[src/rtl/fifo_arb_pkg.sv]
// Shared types and helpers for the FIFO write-port arbiter.
// rr_pick works on a fixed 16-wide request vector so one function serves
// every NUM_REQ from 2 to 16; callers zero-pad their inputs.
package fifo_arb_pkg;

    typedef enum logic [0:0] {
        IDLE  = 1'b0,
        BURST = 1'b1
    } arb_state_t;

    localparam int STAT_WIDTH = 16;
    localparam int MAX_REQ    = 16;
    localparam int MAX_ID_W   = 4;

    typedef struct packed {
        logic                found;
        logic [MAX_ID_W-1:0] idx;
    } rr_pick_t;

    // First set bit at or after ptr, wrapping at num_req (not at a power of 2).
    function automatic rr_pick_t rr_pick(input logic [MAX_REQ-1:0]  valid,
                                         input logic [MAX_ID_W-1:0] ptr,
                                         input int                  num_req);
        rr_pick_t res;
        int       k;
        res = '0;
        for (int i = 0; i < MAX_REQ; i++) begin
            k = int'(ptr) + i;
            if (k >= num_req) k = k - num_req;
            if (i < num_req && !res.found && valid[k[3:0]]) begin
                res.found = 1'b1;
                res.idx   = k[3:0];
            end
        end
        return res;
    endfunction

endpackage

[src/rtl/rr_select.sv]
// Combinational round-robin picker used by the arbiter while idle.
module rr_select
    import fifo_arb_pkg::*;
#(
    parameter int NUM_REQ  = 4,
    parameter int ID_WIDTH = $clog2(NUM_REQ)
) (
    input  logic [NUM_REQ-1:0]  valid,
    input  logic [ID_WIDTH-1:0] ptr,
    output logic                found,
    output logic [ID_WIDTH-1:0] idx
);

    logic [MAX_REQ-1:0]  valid_pad;
    logic [MAX_ID_W-1:0] ptr_pad;
    rr_pick_t            pick;
    logic                unused_idx_hi;

    // Pad to the package function's fixed width and scan.
    always_comb begin
        valid_pad                = '0;
        valid_pad[NUM_REQ-1:0]   = valid;
        ptr_pad                  = '0;
        ptr_pad[ID_WIDTH-1:0]    = ptr;
        pick                     = rr_pick(valid_pad, ptr_pad, NUM_REQ);
    end

    assign found         = pick.found;
    assign idx           = pick.idx[ID_WIDTH-1:0];
    assign unused_idx_hi = ^pick.idx;

endmodule

[src/rtl/fifo_wr_arbiter.sv]
// Round-robin, burst-locked arbiter sharing one FIFO write port among
// NUM_REQ valid/ready producers. Write strobe and data are registered.
// Optional per-requester beat counters: define FIFO_ARB_BEAT_STATS_EN.
//
// state | meaning
// IDLE  | no grant; pick next requester from rr_ptr (one cycle)
// BURST | grant held on grant_id; up to BURST_LEN beats accepted
module fifo_wr_arbiter
    import fifo_arb_pkg::*;
#(
    parameter int NUM_REQ    = 4,
    parameter int DATA_WIDTH = 8,
    parameter int BURST_LEN  = 4,
    parameter int ID_WIDTH   = $clog2(NUM_REQ)
) (
    input  logic                          clk,
    input  logic                          reset,
    input  logic [NUM_REQ-1:0]            req_valid,
    input  logic [NUM_REQ*DATA_WIDTH-1:0] req_data,
    output logic [NUM_REQ-1:0]            req_ready,
    input  logic                          fifo_full,
    input  logic                          fifo_almost_full,
    output logic                          fifo_write_en,
    output logic [DATA_WIDTH-1:0]         fifo_data_in,
    output logic                          grant_active,
    output logic [ID_WIDTH-1:0]           grant_id
`ifdef FIFO_ARB_BEAT_STATS_EN
    ,
    input  logic                          stats_clr,
    output logic [NUM_REQ*STAT_WIDTH-1:0] beat_stats
`endif
);

    localparam int                    BEAT_W    = $clog2(BURST_LEN + 1);
    localparam logic [BEAT_W-1:0]     BEAT_LAST = BEAT_W'(BURST_LEN);
    localparam logic [ID_WIDTH-1:0]   ID_LAST   = ID_WIDTH'(NUM_REQ - 1);

    arb_state_t            state_q, state_d;
    logic [ID_WIDTH-1:0]   rr_ptr_q, rr_ptr_d;
    logic [ID_WIDTH-1:0]   grant_id_q, grant_id_d;
    logic [BEAT_W-1:0]     beat_cnt_q, beat_cnt_d;

    logic                  can_accept;
    logic                  granted_valid;
    logic                  handshake;
    logic                  pick_found;
    logic [ID_WIDTH-1:0]   pick_idx;
    logic [ID_WIDTH-1:0]   ptr_after_grant;

    // A write already registered toward an almost-full FIFO uses the last slot.
    assign can_accept      = !fifo_full && !(fifo_almost_full && fifo_write_en);
    assign granted_valid   = req_valid[grant_id_q];
    assign handshake       = (state_q == BURST) && granted_valid && can_accept;
    assign ptr_after_grant = (grant_id_q == ID_LAST) ? '0 : grant_id_q + ID_WIDTH'(1);

    assign grant_active    = (state_q == BURST);
    assign grant_id        = grant_id_q;

    rr_select #(
        .NUM_REQ  (NUM_REQ),
        .ID_WIDTH (ID_WIDTH)
    ) u_rr_select (
        .valid (req_valid),
        .ptr   (rr_ptr_q),
        .found (pick_found),
        .idx   (pick_idx)
    );

    // Next-state, beat counting and per-requester ready.
    always_comb begin
        state_d    = state_q;
        rr_ptr_d   = rr_ptr_q;
        grant_id_d = grant_id_q;
        beat_cnt_d = beat_cnt_q;
        req_ready  = '0;
        case (state_q)
            IDLE: begin
                if (pick_found) begin
                    state_d    = BURST;
                    grant_id_d = pick_idx;
                    beat_cnt_d = '0;
                end
            end
            BURST: begin
                req_ready[grant_id_q] = can_accept;
                if (handshake) begin
                    beat_cnt_d = beat_cnt_q + BEAT_W'(1);
                    if (beat_cnt_d == BEAT_LAST) begin
                        state_d  = IDLE;
                        rr_ptr_d = ptr_after_grant;
                    end
                end else if (!granted_valid && can_accept) begin
                    state_d  = IDLE;
                    rr_ptr_d = ptr_after_grant;
                end
            end
            default: state_d = IDLE;
        endcase
    end

    // FSM and arbitration registers.
    always_ff @(posedge clk or posedge reset) begin
        if (reset) begin
            state_q    <= IDLE;
            rr_ptr_q   <= '0;
            grant_id_q <= '0;
            beat_cnt_q <= '0;
        end else begin
            state_q    <= state_d;
            rr_ptr_q   <= rr_ptr_d;
            grant_id_q <= grant_id_d;
            beat_cnt_q <= beat_cnt_d;
        end
    end

    // Registered write port: one-cycle latency from handshake, data held otherwise.
    always_ff @(posedge clk or posedge reset) begin
        if (reset) begin
            fifo_write_en <= 1'b0;
            fifo_data_in  <= '0;
        end else begin
            fifo_write_en <= handshake;
            if (handshake) begin
                fifo_data_in <= req_data[grant_id_q*DATA_WIDTH +: DATA_WIDTH];
            end
        end
    end

`ifdef FIFO_ARB_BEAT_STATS_EN
    for (genvar i = 0; i < NUM_REQ; i++) begin : g_stats
        logic [STAT_WIDTH-1:0] cnt_q;

        // Saturating accepted-beat counter; clear wins over increment.
        always_ff @(posedge clk or posedge reset) begin
            if (reset) begin
                cnt_q <= '0;
            end else if (stats_clr) begin
                cnt_q <= '0;
            end else if (handshake && (grant_id_q == ID_WIDTH'(i)) && (cnt_q != '1)) begin
                cnt_q <= cnt_q + STAT_WIDTH'(1);
            end
        end

        assign beat_stats[i*STAT_WIDTH +: STAT_WIDTH] = cnt_q;
    end
`endif

endmodule
[config.mk]
export PLATFORM = sky130hd
export DESIGN_NAME = fifo_wr_arbiter
export DESIGN_NICKNAME = d
export VERILOG_FILES = /design/src/rtl/fifo_arb_pkg.sv /design/src/rtl/rr_select.sv /design/src/rtl/fifo_wr_arbiter.sv
export SDC_FILE = /design/constraint.sdc
export NUM_CORES = 1
export LEC_CHECK = 0
export BUFFER_PORTS_ARGS = -buffer_cell sky130_fd_sc_hd__buf_4
export CAP_MARGIN = 20
export CORE_MARGIN = 2
export CORE_UTILIZATION = 42
export DETAILED_ROUTE_END_ITERATION = 6
export HOLD_SLACK_MARGIN = 0.06
export PLACE_DENSITY = 0.75
export RECOVER_POWER = 50
export SLEW_MARGIN = 15
export SYNTH_ARGS = -nofsm -noshare
export SYNTH_HDL_FRONTEND = slang
export SYNTH_SLANG_ARGS = --single-unit
[constraint.sdc]
create_clock -name clk -period 2.15 [get_ports clk]
set_clock_uncertainty 0.1 [all_clocks]
set_input_delay 0.1075 -clock clk [delete_from_list [all_inputs] [get_ports clk]]
set_output_delay 0.1075 -clock clk [all_outputs]
set_load 0.01 [all_outputs]
Word level (Yosys, flattened, before mapping)
Index checks and enable logic that the tools add are counted.
Widths: inputs -> output; s select.

storage, ports and cells
  register bits = 17
  input bits = 40
  output and inout bits = 16
  word-level logic and storage cells = 85

cells by class
  add/sub/neg operators = 9
  $lt $le $gt $ge = 10
  eq/ne operators = 5
  shift operators = 1
  muxes and demuxes = 33
  bitwise gates (word level) = 2
  reductions and logical operators = 19

operator list
  kind                 number
  $ge 32x4->1 const B  3
  $shiftx 32x6->8      1
  $lt 4x5->1 const B   4
  $mux 4               5
  $mux 5               4
  $bmux 1 s4           4
  $sub 4x4->4 const B  3
  $mux 1               10
  $logic_and 1x1->1    9
  $mux 2               4
  $add 2x2->3 const B  2
  $logic_not 1->1      6
  $mux 3               2
  $ne 2x1->1 const B   3
  $pmux 3 s2           1
  $and 4x4->4          1
  $reduce_and 2->1     2
  $sub 2x3->4 const B  1
  $add 2x1->3 const B  1
  $add 3x1->3 const B  1
  $eq 3x3->1 const B   1
  $ge 2x3->1 const B   1
  $lt 2x3->1 const B   1
  $reduce_and 3->1     1
  other kinds (8)      8

Depth between registers and ports, before layout
Gate-level depths: netlist (run 1).

  depth after elaboration = 16
  gate-level depth with buffers = 8
  gate-level depth less buffers = 7

Hierarchy
From an unflattened synthesis (run 1), not the netlist that was laid out.

unflattened totals
  cell total of the unflattened synthesis = 111
  area total of the unflattened synthesis = 1317.5 µm²

modules (own cells, without submodules)
  module           instances  cells each  area each (µm²)  seq. area each (µm²)
  fifo_wr_arbiter  1          72          1007.2           425.4
  rr_select        1          39          310.3            0.0

Worst setup path after synthesis (run 1)
No wires, ideal clock.

  path kind = reg2reg
  start = register rr_ptr_q[0]
  end = register grant_id_q[1] (netlist: grant_id[1])
  setup time = 0.125 ns
  arrival time = 1.951 ns
  required time = 1.925 ns
  path slack = -0.027 ns
  cell stages (with the launch flop) = 9
  clock period less this slack = 2.177 ns
  cells stage by stage = dfrtp_1 buf_6 inv_1 ha_1 a21boi_0 a221o_1 nor4_4 nor2_2 mux2_4

on the way
  cells in the longest elaborated chain, start to end = 15
  elaborated cells on any way between the ends = 34

ends and longest elaborated chain
  element                                               line                    RTL
  start, declared                                       fifo_wr_arbiter.sv:39   logic [ID_WIDTH-1:0] rr_ptr_q, rr_ptr_d;
  start signal, assigned                                fifo_wr_arbiter.sv:110  rr_ptr_q <= rr_ptr_d;
  branches (longest 13 deep; another with $ge 32x4->1)  --
  $mux 5 *                                              fifo_arb_pkg.sv:30      if (i < num_req && !res.found && valid[k[3:0]]) begin
  $reduce_and 2->1 (no line)                            --
  end signal, assigned                                  fifo_wr_arbiter.sv:111  grant_id_q <= grant_id_d;
  end, declared                                         fifo_wr_arbiter.sv:40   logic [ID_WIDTH-1:0] grant_id_q, grant_id_d;

Every way passes the cells marked *. The select of a mux whose other input is x is not followed.
A chain may end at the register's enable or synchronous reset.

Worst setup path after layout (run 1)
Ends and elaborated chain as after synthesis.

==> impl_results.md, run 1 <==
- TritonCTS buffer count: 3
- Post-Route Utilization: 61.3%
- Fmax: 482 MHz
- Crit Path Class: reg2reg
- Routed len/inst: roughly 15 um
- Chip width: 59.2 um
- Syn avg cell area: 12.1 um^2
- Worst path slowest cell: dfrtp_2
- Starting Density: 43.0%
- Ant diodes: 0
- CTS root buf: clkbuf_4
- Worst slew margin: between 50% and 60%
- Core Region: 2980 um^2
- Ports: 56
- CTS sink cnt: 17
- TritonCTS clock tree: done
- Startpoint Class: flip-flop
- Clk buf depth: 2
- Max cap viols: 0
- Worst Setup End Kind: flip-flop
- Max Slew Vio Count: 0
- Final Net Count: ~220
- Fin crit share: 96.4%
- Pwr/cell area: 1300 nW/um^2
- Yosys warns: 0
- Setup TNS: 0 ps
- GR Layer Usage met2: roughly a third
- # Post-CTS Setup Buffers: 0
- Input/output buffers: 55
- Final setup violation count: 0
- Critical path buffers and inverters: 1
- Unrepaired setup endpoints after global routing: yes
- Slew @ Worst Pin: 631 ps
- Pre-CTS setup slack: -21.2 ps
- DRT Pass-1 Iters: 4
- Leakage power: between 0.8 and 0.9 nW
- Critical path data required time: roughly 2200 ps
- Routed vias: 1138
- First-pass GRT wire length: 4970 um
- Arr. time, crit path: 2150 ps
- Synthesized area: 1280 um^2
- DRT iter0 DRCs: 27
- Critical Path Fanout Max: 6
- Min Tclk post-route: 2070 ps
- Largest net degree at the start of global routing: 18
- Worst stage delay on the critical path: 440 ps
- Clk slew on worst S/H paths: 100 ps
- Layout overhead on the synthesized area: 42.5%
- Clock Latency Late Sink: 280 ps
- Final WL: 3050 um
- Initial antenna violation count: 0
- Post-synthesis async set-or-reset flop share: 100%
- Share of layout cells above drive strength 1: 53.2%
- Routed Antenna Nets: 0
- Number of global-route vias before repair: about 1200
- DIE AREA: 3510 um^2
- Most common flop cell mapped by yosys: dfrtp_1
- Syn Inst Count: roughly 110
- H-tree depth: 1
- Max IR drop VDD: 543 uV
- Routing usage on met1: between 20% and 30%
- Final Hold Viols: 0
- Yosys reg bits: 17
- Die H: between 50 and 60 um
- Non-filler cells, final: around 210
- Delay-heaviest family, CP: multiplexers
- DP HPWL: 2540 um
- Syn_nets: 156
- Met3 Track Usage GR: 5.24%
- Status: complete, no violations
- Peak-usage layer in the global routing report: met2
- DRC violations left: 0
- EDFF count, synth: 0
- Sequential area share after synthesis: 33.2%
- Post-placement cell count: about 200
- Crit-path cells: buf_4 -> mux2_2 -> a221o_1 -> nor4_4 -> nor2_2 -> mux2_4
- Synth cell types: 36
- Total GRT Usage: 19.3%
- Worst Slack Setup Final: ~77 ps
- Vias per inst: 5.52
- Rows: 20
- GPL Wtd Cong: ~0.9
- Hold Path Class: in2reg
- Grt total ovfl: 0
==> where the power goes <==
| part | internal [mW] | switching [mW] |
|---|---|---|
| Sequential | 0.473 | 0.103 |
| Clock | 0.0720 | 0.0933 |
| Combinational | 0.866 | 0.764 |
==> layer usage <==
metal,vias to the layer above,routed length [um]
met2,55,1610
met4,0,51
met3,4,214
li1,533,-
met1,546,1170
met5,-,0
==> worst paths after layout <==
kind / start / to / slack (ps) / cells after the start
setup reg to reg: rr_ptr_q[0] / grant_id[1] / 80 / 6
hold reg to reg: fifo_data_in[7] / fifo_data_in[7] / 420 / 1
hold / removal: req_valid[2] / grant_id[0] / 160 / 4
setup / recovery: rr_ptr_q[0] / grant_id[1] / 80 / 6
min in group asynchronous: reset / fifo_data_in[6] / 350 / 3
max in group asynchronous: reset / rr_ptr_q[0] / 1160 / 3
==> synthesized netlist by cell type, drive strengths merged (2+ instances only) <==
master	count	share of area, %
nor2	2	0.78
mux2	11	10
buf	2	1.2
a21boi	2	1.2
dfrtp	17	33
clkbuf	2	0.59
o21ai	3	1.2
o31a	2	1.5
a21oi	2	0.78
mux4	11	20
a211oi	2	1.2
and2	4	2.0
nor2b	2	0.98
o22ai	2	0.98
inv	9	2.6
nand2	7	2.1
ha	10	9.8
mux2i	3	2.3
==> kinds of logic after synthesis <==
kind of cell	after synthesis	synth area share [%]
multiplexers	25	31.9
adder cells (fa/ha/maj)	10	9.77
buffers and inverters	13	4.39
AO/OA/AOI/OAI	19	10.5
AND/OR/NAND/NOR	22	10.2
flip-flops	17	33.2
==> registers in the layout (all words and copies together) (netlist names) <==
name	count
rr_ptr_q	2
grant_id	2
grant_active	1
fifo_data_in	8
fifo_write_en	1
beat_cnt_q	3
==> placed cells by master (no fill, tap or decap), types with 2 or more instances in the layout <==
cell      count
inv_2         2
mux2_2       10
mux2i_1       3
dfrtp_1      16
buf_4        55
o21ai_0       3
nand2_1       7
mux4_2       10
a211oi_1      2
clkbuf_1     11
ha_1          9
inv_1         7
clkbuf_4      4
and2_1        4
nor2b_1       2
o22ai_1       2
==> what timing repair did <==
action	4_1_cts	5_1_grt
endpoints found under the setup margin	3	4
cloned	0	0
hold buffers	1	0
endpoints found under the hold margin	17	0
resized for setup	3	5
==> area by class of cell <==
type,instances,area [um^2]
Fill cell,259,1150
Multi-Input combinational cell,76,830
Timing Repair Buffer,67,468
Sequential cell,17,427
Tap cell,33,41.3
Inverter,9,33.8
Clock buffer,4,26.3
==> tightest hold or removal path, delay by kind of cell <==
kind                   cells  cell delay [ps]
AOI/OAI and AO/OA          2              190
buffers and inverters      1              120
muxes                      1               90
==> per-stage QoR <==
stage / area [um^2] / power [mW] / hold WS [ps]
after CTS: 1850 / 2.43 / 146
after global routing: 1830 / 2.59 / 158
after floorplan: 1290 / 1.65 / -66.4
after global placement: 1810 / 2.18 / 130
after detailed placement: 1810 / 2.24 / 140
final: 1830 / 2.37 / 156
Note: power is estimated with default switching activity, not from simulation.
==> inputs of run 2 (changes only) <==
ABC_AREA = 1   (was unset)
CORE_UTILIZATION = 44   (was 42)
CTS_CLUSTER_DIAMETER = 60   (was unset)
PLACE_DENSITY = 0.77   (was 0.75)
==> run 2 against run 1 <==
Synthesized area grew 8.4%. Setup slack better by 160 ps. Sequential power rose by 0.7%. Final area rose by 0.75%. Die area increased by 3.2%.
==> impl_results.md, run 2 <==
- Area share of the largest cell type after synthesis: 30.6% (-2.6 points)
- Worst slew margin: 57.7% (-0.19 points)
- Final WL: 3340 um (+9.5%)
- Final Net Count: 305 (+36%)
- Post-placement cell count: 292 (+45%)
- Routed vias: 1408 (+24%)
- DP HPWL: 2730 um (+7.4%)
- Die H: 60.2 um (+1.6%)
- Sw power: 1.24 mW (+29%)
- Syn Inst Count: 196 (+85%)
- Slew @ Worst Pin: 634 ps (+2.91 ps)
- TritonCTS clock tree: done
- GPL Wtd Cong: 0.885 (+1.3%)
- Synth cell types: 29 (-19%)
- Most common flop cell mapped by yosys: dfrtp_1
- DRT iter0 DRCs: 41 (+52%)
- Core Region: 3030 um^2 (+1.7%)
- EDFF count, synth: 0 (unchanged)
- Min Tclk post-route: 1910 ps (-159 ps)
- Final Hold Viols: 0 (unchanged)
- Crit-path cells: inv_1 -> ha_1 -> inv_1 -> nand3_1 -> nand3_2 -> nand3_4 -> nor2_1 -> nor2_1 -> nand2_1 -> nand2_1
- Sequential area share after synthesis: 30.6% (-2.6 points)
- Rows: 20 (unchanged)
- FF-to-FF setup slack: 240 ps (+160 ps)
- Startpoint Class: flip-flop
- Power Internal: 1.15 mW (-18%)
- Commonest non-fill, non-tap cell in the layout: nand2_1
- Yosys warns: 0 (unchanged)
- Routed Antenna Nets: 0 (unchanged)
- DRC violations left: 0 (unchanged)
- Fmax: 522 MHz (+8.3%)
- Starting Density: 45.9% (+2.8 points)
- Max IR drop VDD: 526 uV (-3.1%)
- Fillers: 290 (+12%)
- Post-synthesis async set-or-reset flop share: 100% (unchanged)
- Max Slew Vio Count: 0 (unchanged)
- Vias per inst: 4.72 (-14%)
- Count leader, synth: nand2_1
- Setup TNS: 0 ps (unchanged)
- H-tree depth: 1 (unchanged)
- Largest register FFs: 8 (unchanged)
- Largest net degree at the start of global routing: 19 (+1)
- Clk slew on worst S/H paths: 100 ps (about the same)
- Clock Latency Late Sink: 280 ps (about the same)
- Switching share of power: 51.7% (+11 points)
- Total GRT Usage: 19.8% (+0.52 points)
- Grt total ovfl: 0 (unchanged)
- Initial antenna violation count: 0 (unchanged)
- Chip width: 60.2 um (+1.6%)
- Syn avg cell area: 7.09 um^2 (-41%)
- Leakage power: 1.01 nW (+20%)
- Worst path slowest cell: dfrtp_1
- Critical path data required time: 2230 ps (about the same)
- Commonest non-fill, non-tap cells in the layout: 52 x nand2_1, 49 x buf_4, 26 x nor2_1
- First-pass GRT wire length: 5430 um (+9.3%)
- Status: complete, no violations
- Multi-input logic area: 811 um^2 (-2.3%)
- Unrepaired setup endpoints after global routing: no
- TritonCTS buffer count: 3 (unchanged)
- Reg with most FFs: fifo_data_in
- CTS root buf: clkbuf_4
- Final setup violation count: 0 (unchanged)
- Most frequent cells after synthesis: 52 x nand2_1, 26 x nor2_1, 20 x inv_1
- Yosys reg bits: 17 (unchanged)
- Storage cell area: 425 um^2 (-0.29%)
- Routed len/inst: 11.2 um (-24%)
- Synthesized area: 1390 um^2 (+8.4%)
- Share of layout cells above drive strength 1: 28.3% (-25 points)
- Layout overhead on the synthesized area: 32.4%
- Clk buf depth: 2 (unchanged)
- Non-filler cells, final: 298 (+45%)
- Max cap viols: 0 (unchanged)
- Fin crit share: 89.0% (-7.4 points)
- Reg power frac: 24.3% (about the same)
- CTS sink cnt: 17 (unchanged)
- Arr. time, crit path: 2000 ps (-150 ps)
- Number of global-route vias before repair: 1259 (+6.9%)
- Syn_nets: 246 (+58%)
- Ports: 56 (unchanged)
- DIE AREA: 3620 um^2 (+3.2%)
- Worst stage delay on the critical path: 390 ps (-50 ps)
- Pwr/cell area: 1300 nW/um^2 (about the same)
- Critical Path Fanout Max: 6 (unchanged)
- Biggest regs: fifo_data_in (8), beat_cnt_q (3)
- Worst Setup End Kind: flip-flop
- Cell taking the most area after synthesis: dfrtp_1
- Top post-synthesis cells by area: dfrtp_1 31%, nand2_1 14%, ha_1 9.0%
- DRT Pass-1 Iters: 4 (unchanged)
- Crit Path Class: reg2reg
- Hold Path Class: in2reg
- Gate power share: 68.8% (about the same)
- Input/output buffers: 55 (unchanged)
- Ant diodes: 0 (unchanged)
- Clock share of power: 6.9% (about the same)
[run 2: cell types whose count changed after synthesis, moves of 3 or more]
cell,before,now
nand2_1,7,52
nor2_1,1,26
o21ai_0,3,17
inv_1,9,20
mux2_2,10,0
mux4_2,10,0
nand3_1,1,9
nand2_2,0,6
o22ai_1,2,8
and2_1,4,0
buf_4,0,3
inv_2,0,3
mux2i_1,3,0
[run 2: repair_timing]
| item | CTS | global route |
|---|---|---|
| setup buffers | 0 | 1 |
| hold endpoints to repair | 17 | 0 |
| resized for setup | 0 | 0 |
| hold buffers | 1 | 0 |
| setup endpoints to repair | 0 | 2 |
[run 2: power groups by stage]
stage	Combinational, mW	Clock, mW	Sequential, mW
finish	1.64	0.166	0.580
global route	1.84	0.182	0.599
global placement	1.68	0	0.592
CTS	1.70	0.173	0.590
detailed placement	1.69	0	0.596
floorplan	1.19	0	0.620
[run 2: logic make-up (layout without fill, tap and decap cells)]
kind of cell | Yosys count | in the layout | share of synthesized area, %
compound gates | 37 | 37 | 17.0
fa+ha+maj | 10 | 10 | 9.01
buf+inv | 31 | 89 | 11.0
flops | 17 | 17 | 30.6
simple gates | 101 | 101 | 32.3
[run 2: worst paths after layout]
| path | end | cells past startpoint | startpoint |
|---|---|---|---|
| min in group asynchronous | fifo_data_in[7] | 3 | reset |
| hold / removal | fifo_data_in[6] | 5 | req_data[6] |
| setup / recovery | grant_id[1] | 10 | rr_ptr_q[1] |
| hold reg to reg | fifo_data_in[2] | 2 | fifo_data_in[2] |
| max in group asynchronous | beat_cnt_q[0] | 3 | reset |
| setup reg to reg | grant_id[1] | 10 | rr_ptr_q[1] |
[run 2: area by class of cell]
class                           instances  share of cell area [%]
Clock inverter                          1                   0.272
Inverter                               24                    5.31
Timing Repair Buffer                   61                    23.0
Multi-Input combinational cell        148                    44.1
Sequential cell                        17                    23.1
Clock buffer                            3                    1.22
Tap cell                               44                    2.99
[run 2: metrics by stage]
| stage | power (mW) | setup slack [ps] | utilization [%] | hold WS (ps) | instance area [um^2] |
|---|---|---|---|---|---|
| floorplan | 1.81 | 350 | - | -66.4 | 1390 |
| global placement | 2.28 | 165 | 60.5 | 132 | 1830 |
| detailed placement | 2.29 | 197 | 60.5 | 127 | 1830 |
| CTS | 2.46 | 171 | 61.7 | 121 | 1870 |
| global route | 2.62 | 56.8 | 60.7 | 138 | 1840 |
| finish | 2.39 | 236 | 60.7 | 128 | 1840 |
[run 2: per-layer routing]
layer / up-vias / share of wire (%) / wire [um] / global-route usage (%)
met4: 0 / 0.30 / 10 / 3.81
met5: - / 0 / 0 / 0
li1: 747 / - / - / -
met1: 623 / 44 / 1460 / 25.0
met2: 36 / 50 / 1680 / 35.1
met3: 2 / 5.6 / 186 / 3.68
[run 2: critical path, delay by kind of cell, from the launching register on]
family	cells	cell delay (ps)
AND/OR/NAND/NOR	7	700
adder cells (fa/ha/maj)	1	310
flip-flops	1	390
buffers and inverters	2	290
==> inputs of run 3 (changes only) <==
CORE_UTILIZATION = 45   (was 44)
PLACE_DENSITY = 0.86   (was 0.77)
SYNTH_HIERARCHICAL = 1   (was unset)
==> run 3 against run 2 <==
Hold slack got worse by 50 ps. Via count increased by 9.3%. First-iteration DRC count shrank 46%. Wire length increased by 9.3%. Synthesized area increased by 7.8%. Die area up 5.1%. Largest cell class unchanged.
==> impl_results.md, run 3 <==
- Status: complete, no violations
- Reg with most FFs: fifo_data_in
- Syn_nets: 272 (+11%)
- Input/output buffers: 55 (unchanged)
- Initial antenna violation count: 0 (unchanged)
- Yosys reg bits: 17 (unchanged)
- Post-synthesis async set-or-reset flop share: 100% (unchanged)
- Critical Path Fanout Max: 8 (+2)
- Unrepaired setup endpoints after global routing: no
- Share of layout cells above drive strength 1: 29.4% (+1.0 points)
- Final setup violation count: 0 (unchanged)
- PnR Total Power: 2.46 mW (+3.0%)
- Cell taking the most area after synthesis: dfrtp_1
- Count leader, synth: nand2_1
- Routed len/inst: 11.3 um (+0.80%)
- TritonCTS buffer count: 3 (unchanged)
- Arr. time, crit path: 2050 ps (+50 ps)
- Startpoint Class: flip-flop
- Ports: 56 (unchanged)
- Starting Density: 48.3% (+2.4 points)
- Commonest non-fill, non-tap cell in the layout: nand2_1
- DIE AREA: 3810 um^2 (+5.1%)
- Core Region: 3100 um^2 (+2.5%)
- Die H: 61.7 um (+2.5%)
- Syn avg cell area: 6.75 um^2 (-4.8%)
- Clk buf depth: 2 (unchanged)
- Largest net degree at the start of global routing: 23 (+4)
- Hold Path Class: in2reg
- TritonCTS clock tree: done
- First-pass GRT wire length: 6220 um (+14%)
- Synthesized area: 1500 um^2 (+7.8%)
- Min Tclk post-route: 1970 ps (+59.2 ps)
- Fin crit share: 91.8% (+2.8 points)
- Clk slew on worst S/H paths: 100 ps (about the same)
- Max Slew Vio Count: 0 (unchanged)
- Final Net Count: 330 (+8.2%)
- Setup TNS: 0 ps (unchanged)
- Largest register FFs: 8 (unchanged)
- CTS root buf: clkbuf_4
- Yosys warns: 6 (+6)
- GPL Wtd Cong: 0.872 (-1.5%)
- Slew @ Worst Pin: 634 ps (-0.140 ps)
- Layout overhead on the synthesized area: 29.4%
- Storage cell area: 428 um^2 (+0.59%)
- DRT Pass-1 Iters: 4 (unchanged)
- Final WL: 3650 um (+9.3%)
- Crit Path Class: reg2reg
- Worst slew margin: 57.7% (about the same)
- Finished Cell Area: 1940 um^2 (+5.4%)
- Synth cell types: 21 (-28%)
- Number of global-route vias before repair: 1526 (+21%)
- Most common flop cell mapped by yosys: dfrtp_1
- Post-placement cell count: 317 (+8.6%)
- Total GRT Usage: 21.5% (+1.7 points)
- DRC violations left: 0 (unchanged)
- Critical path data required time: 2230 ps (about the same)
- Placed cell area: 1920 um^2 (+5.0%)
- Max IR drop VDD: 636 uV (+21%)
- Routed vias: 1539 (+9.3%)
- Top post-synthesis cells by area: dfrtp_1 28%, nand2_1 15%, nor2_1 9.5%
- Biggest regs: fifo_data_in (8), beat_cnt_q (3)
- DP HPWL: 2860 um (+4.7%)
- Vias per inst: 4.76 (+0.84%)
- Syn Inst Count: 222 (+13%)
- Area share of the largest cell type after synthesis: 28.4% (-2.2 points)
- Non-filler cells, final: 323 (+8.4%)
- Rows: 20 (unchanged)
- Final Hold Viols: 0 (unchanged)
- Chip width: 61.7 um (+2.5%)
- Grt total ovfl: 0 (unchanged)
- CTS sink cnt: 17 (unchanged)
- Ant diodes: 0 (unchanged)
- Worst Setup End Kind: flip-flop
- Leakage power: 1.08 nW (+7.2%)
- Fillers: 316 (+9.0%)
- Sequential area share after synthesis: 28.4% (-2.2 points)
- Most frequent cells after synthesis: 59 x nand2_1, 38 x nor2_1, 24 x o21ai_0
- Routed Antenna Nets: 0 (unchanged)
- H-tree depth: 1 (unchanged)
- EDFF count, synth: 0 (unchanged)
- Pwr/cell area: 1270 nW/um^2 (-2.3%)
- Commonest non-fill, non-tap cells in the layout: 58 x nand2_1, 48 x buf_4, 38 x nor2_1
- DRT iter0 DRCs: 22 (-46%)
- Multi-input logic area: 890 um^2 (+9.7%)
- Max cap viols: 0 (unchanged)
- Clock Latency Late Sink: 280 ps (about the same)
- Fmax: 507 MHz (-3.0%)
-- run 3: cell types whose count changed after synthesis, moves of 2 or more --
cell	before	now
buf_6	2	4
inv_1	20	23
or2_1	2	0
o21ai_0	17	24
nand3_2	2	8
nand3_1	9	12
nor2_1	26	38
o22ai_1	8	0
nor2_4	0	2
nand2_1	52	59
-- run 3: stage by stage --
step           util [%]  hold slack [ps]  worst slack, ps
2_1_floorplan         -            -66.4              178
3_3_place_gp       62.0              125              178
3_5_place_dp       62.0              137             80.7
4_1_cts            63.5             66.9             46.2
5_1_grt            62.5             89.6             15.1
6_report           62.5             78.2              177
-- run 3: area by class of cell --
type / instances / area share, %
clock buffers: 3 / 1.16
clock inverters: 1 / 0.258
inverters: 28 / 5.81
multi-input cells: 169 / 45.9
flip-flops and latches: 17 / 22.1
well taps: 44 / 2.84
repair buffers: 61 / 21.9
-- run 3: final timing paths --
| kind | startpoint | end | slack (ps) | depth (start not counted) |
|---|---|---|---|---|
| worst max-delay path | rr_ptr_q[0] | beat_cnt_q[0] | 180 | 12 |
| worst min-delay path | req_data[29] | fifo_data_in[5] | 80 | 5 |
| worst max register to register | rr_ptr_q[0] | beat_cnt_q[0] | 180 | 12 |
| worst min register to register | fifo_data_in[2] | fifo_data_in[2] | 390 | 2 |
| max in group asynchronous | reset | rr_ptr_q[0] | 1140 | 3 |
| min in group asynchronous | reset | fifo_data_in[6] | 370 | 3 |
-- run 3: power by group --
| group | switching (mW) | internal (mW) |
|---|---|---|
| Combinational | 1.07 | 0.629 |
| Sequential | 0.120 | 0.473 |
| Clock | 0.0969 | 0.0690 |
-- run 3: critical path, cell delays in order, from the launching register on --
cell and delay [ps]:
dfrtp_2 430, inv_8 60, ha_1 340, inv_1 120
nand3_2 100, nand3_2 110, nand2_2 70, nor2_4 90
nand2_1 90, nand2_2 160, nand2_1 80, nand2_1 70
nand2_1 40
-- run 3: timing repair --
action,CTS,global route
endpoints found under the setup margin,0,5
hold buffers,2,0
resized for setup,0,3
buffers inserted,0,0
hold endpoints to repair,18,0
-- run 3: cell families (layout without fill, tap and decap cells) --
| logic type | count (synthesis) | after routing | share of synthesized area, % |
|---|---|---|---|
| AO/OA/AOI/OAI | 28 | 28 | 9.36 |
| buffers and inverters | 36 | 93 | 12.4 |
| adder cells (fa/ha/maj) | 10 | 10 | 8.35 |
| AND/OR/NAND/NOR | 131 | 131 | 41.5 |
| flip-flops | 17 | 17 | 28.4 |
-- run 3: metal layers --
layer  global-route usage [%]  vias to the layer above  share of wire, %
met5                        0                        -                 0
met4                     4.86                        0              0.41
met3                     3.31                        2               4.7
met2                     40.5                       43                52
met1                     25.6                      692                43
li1                         -                      802                 -
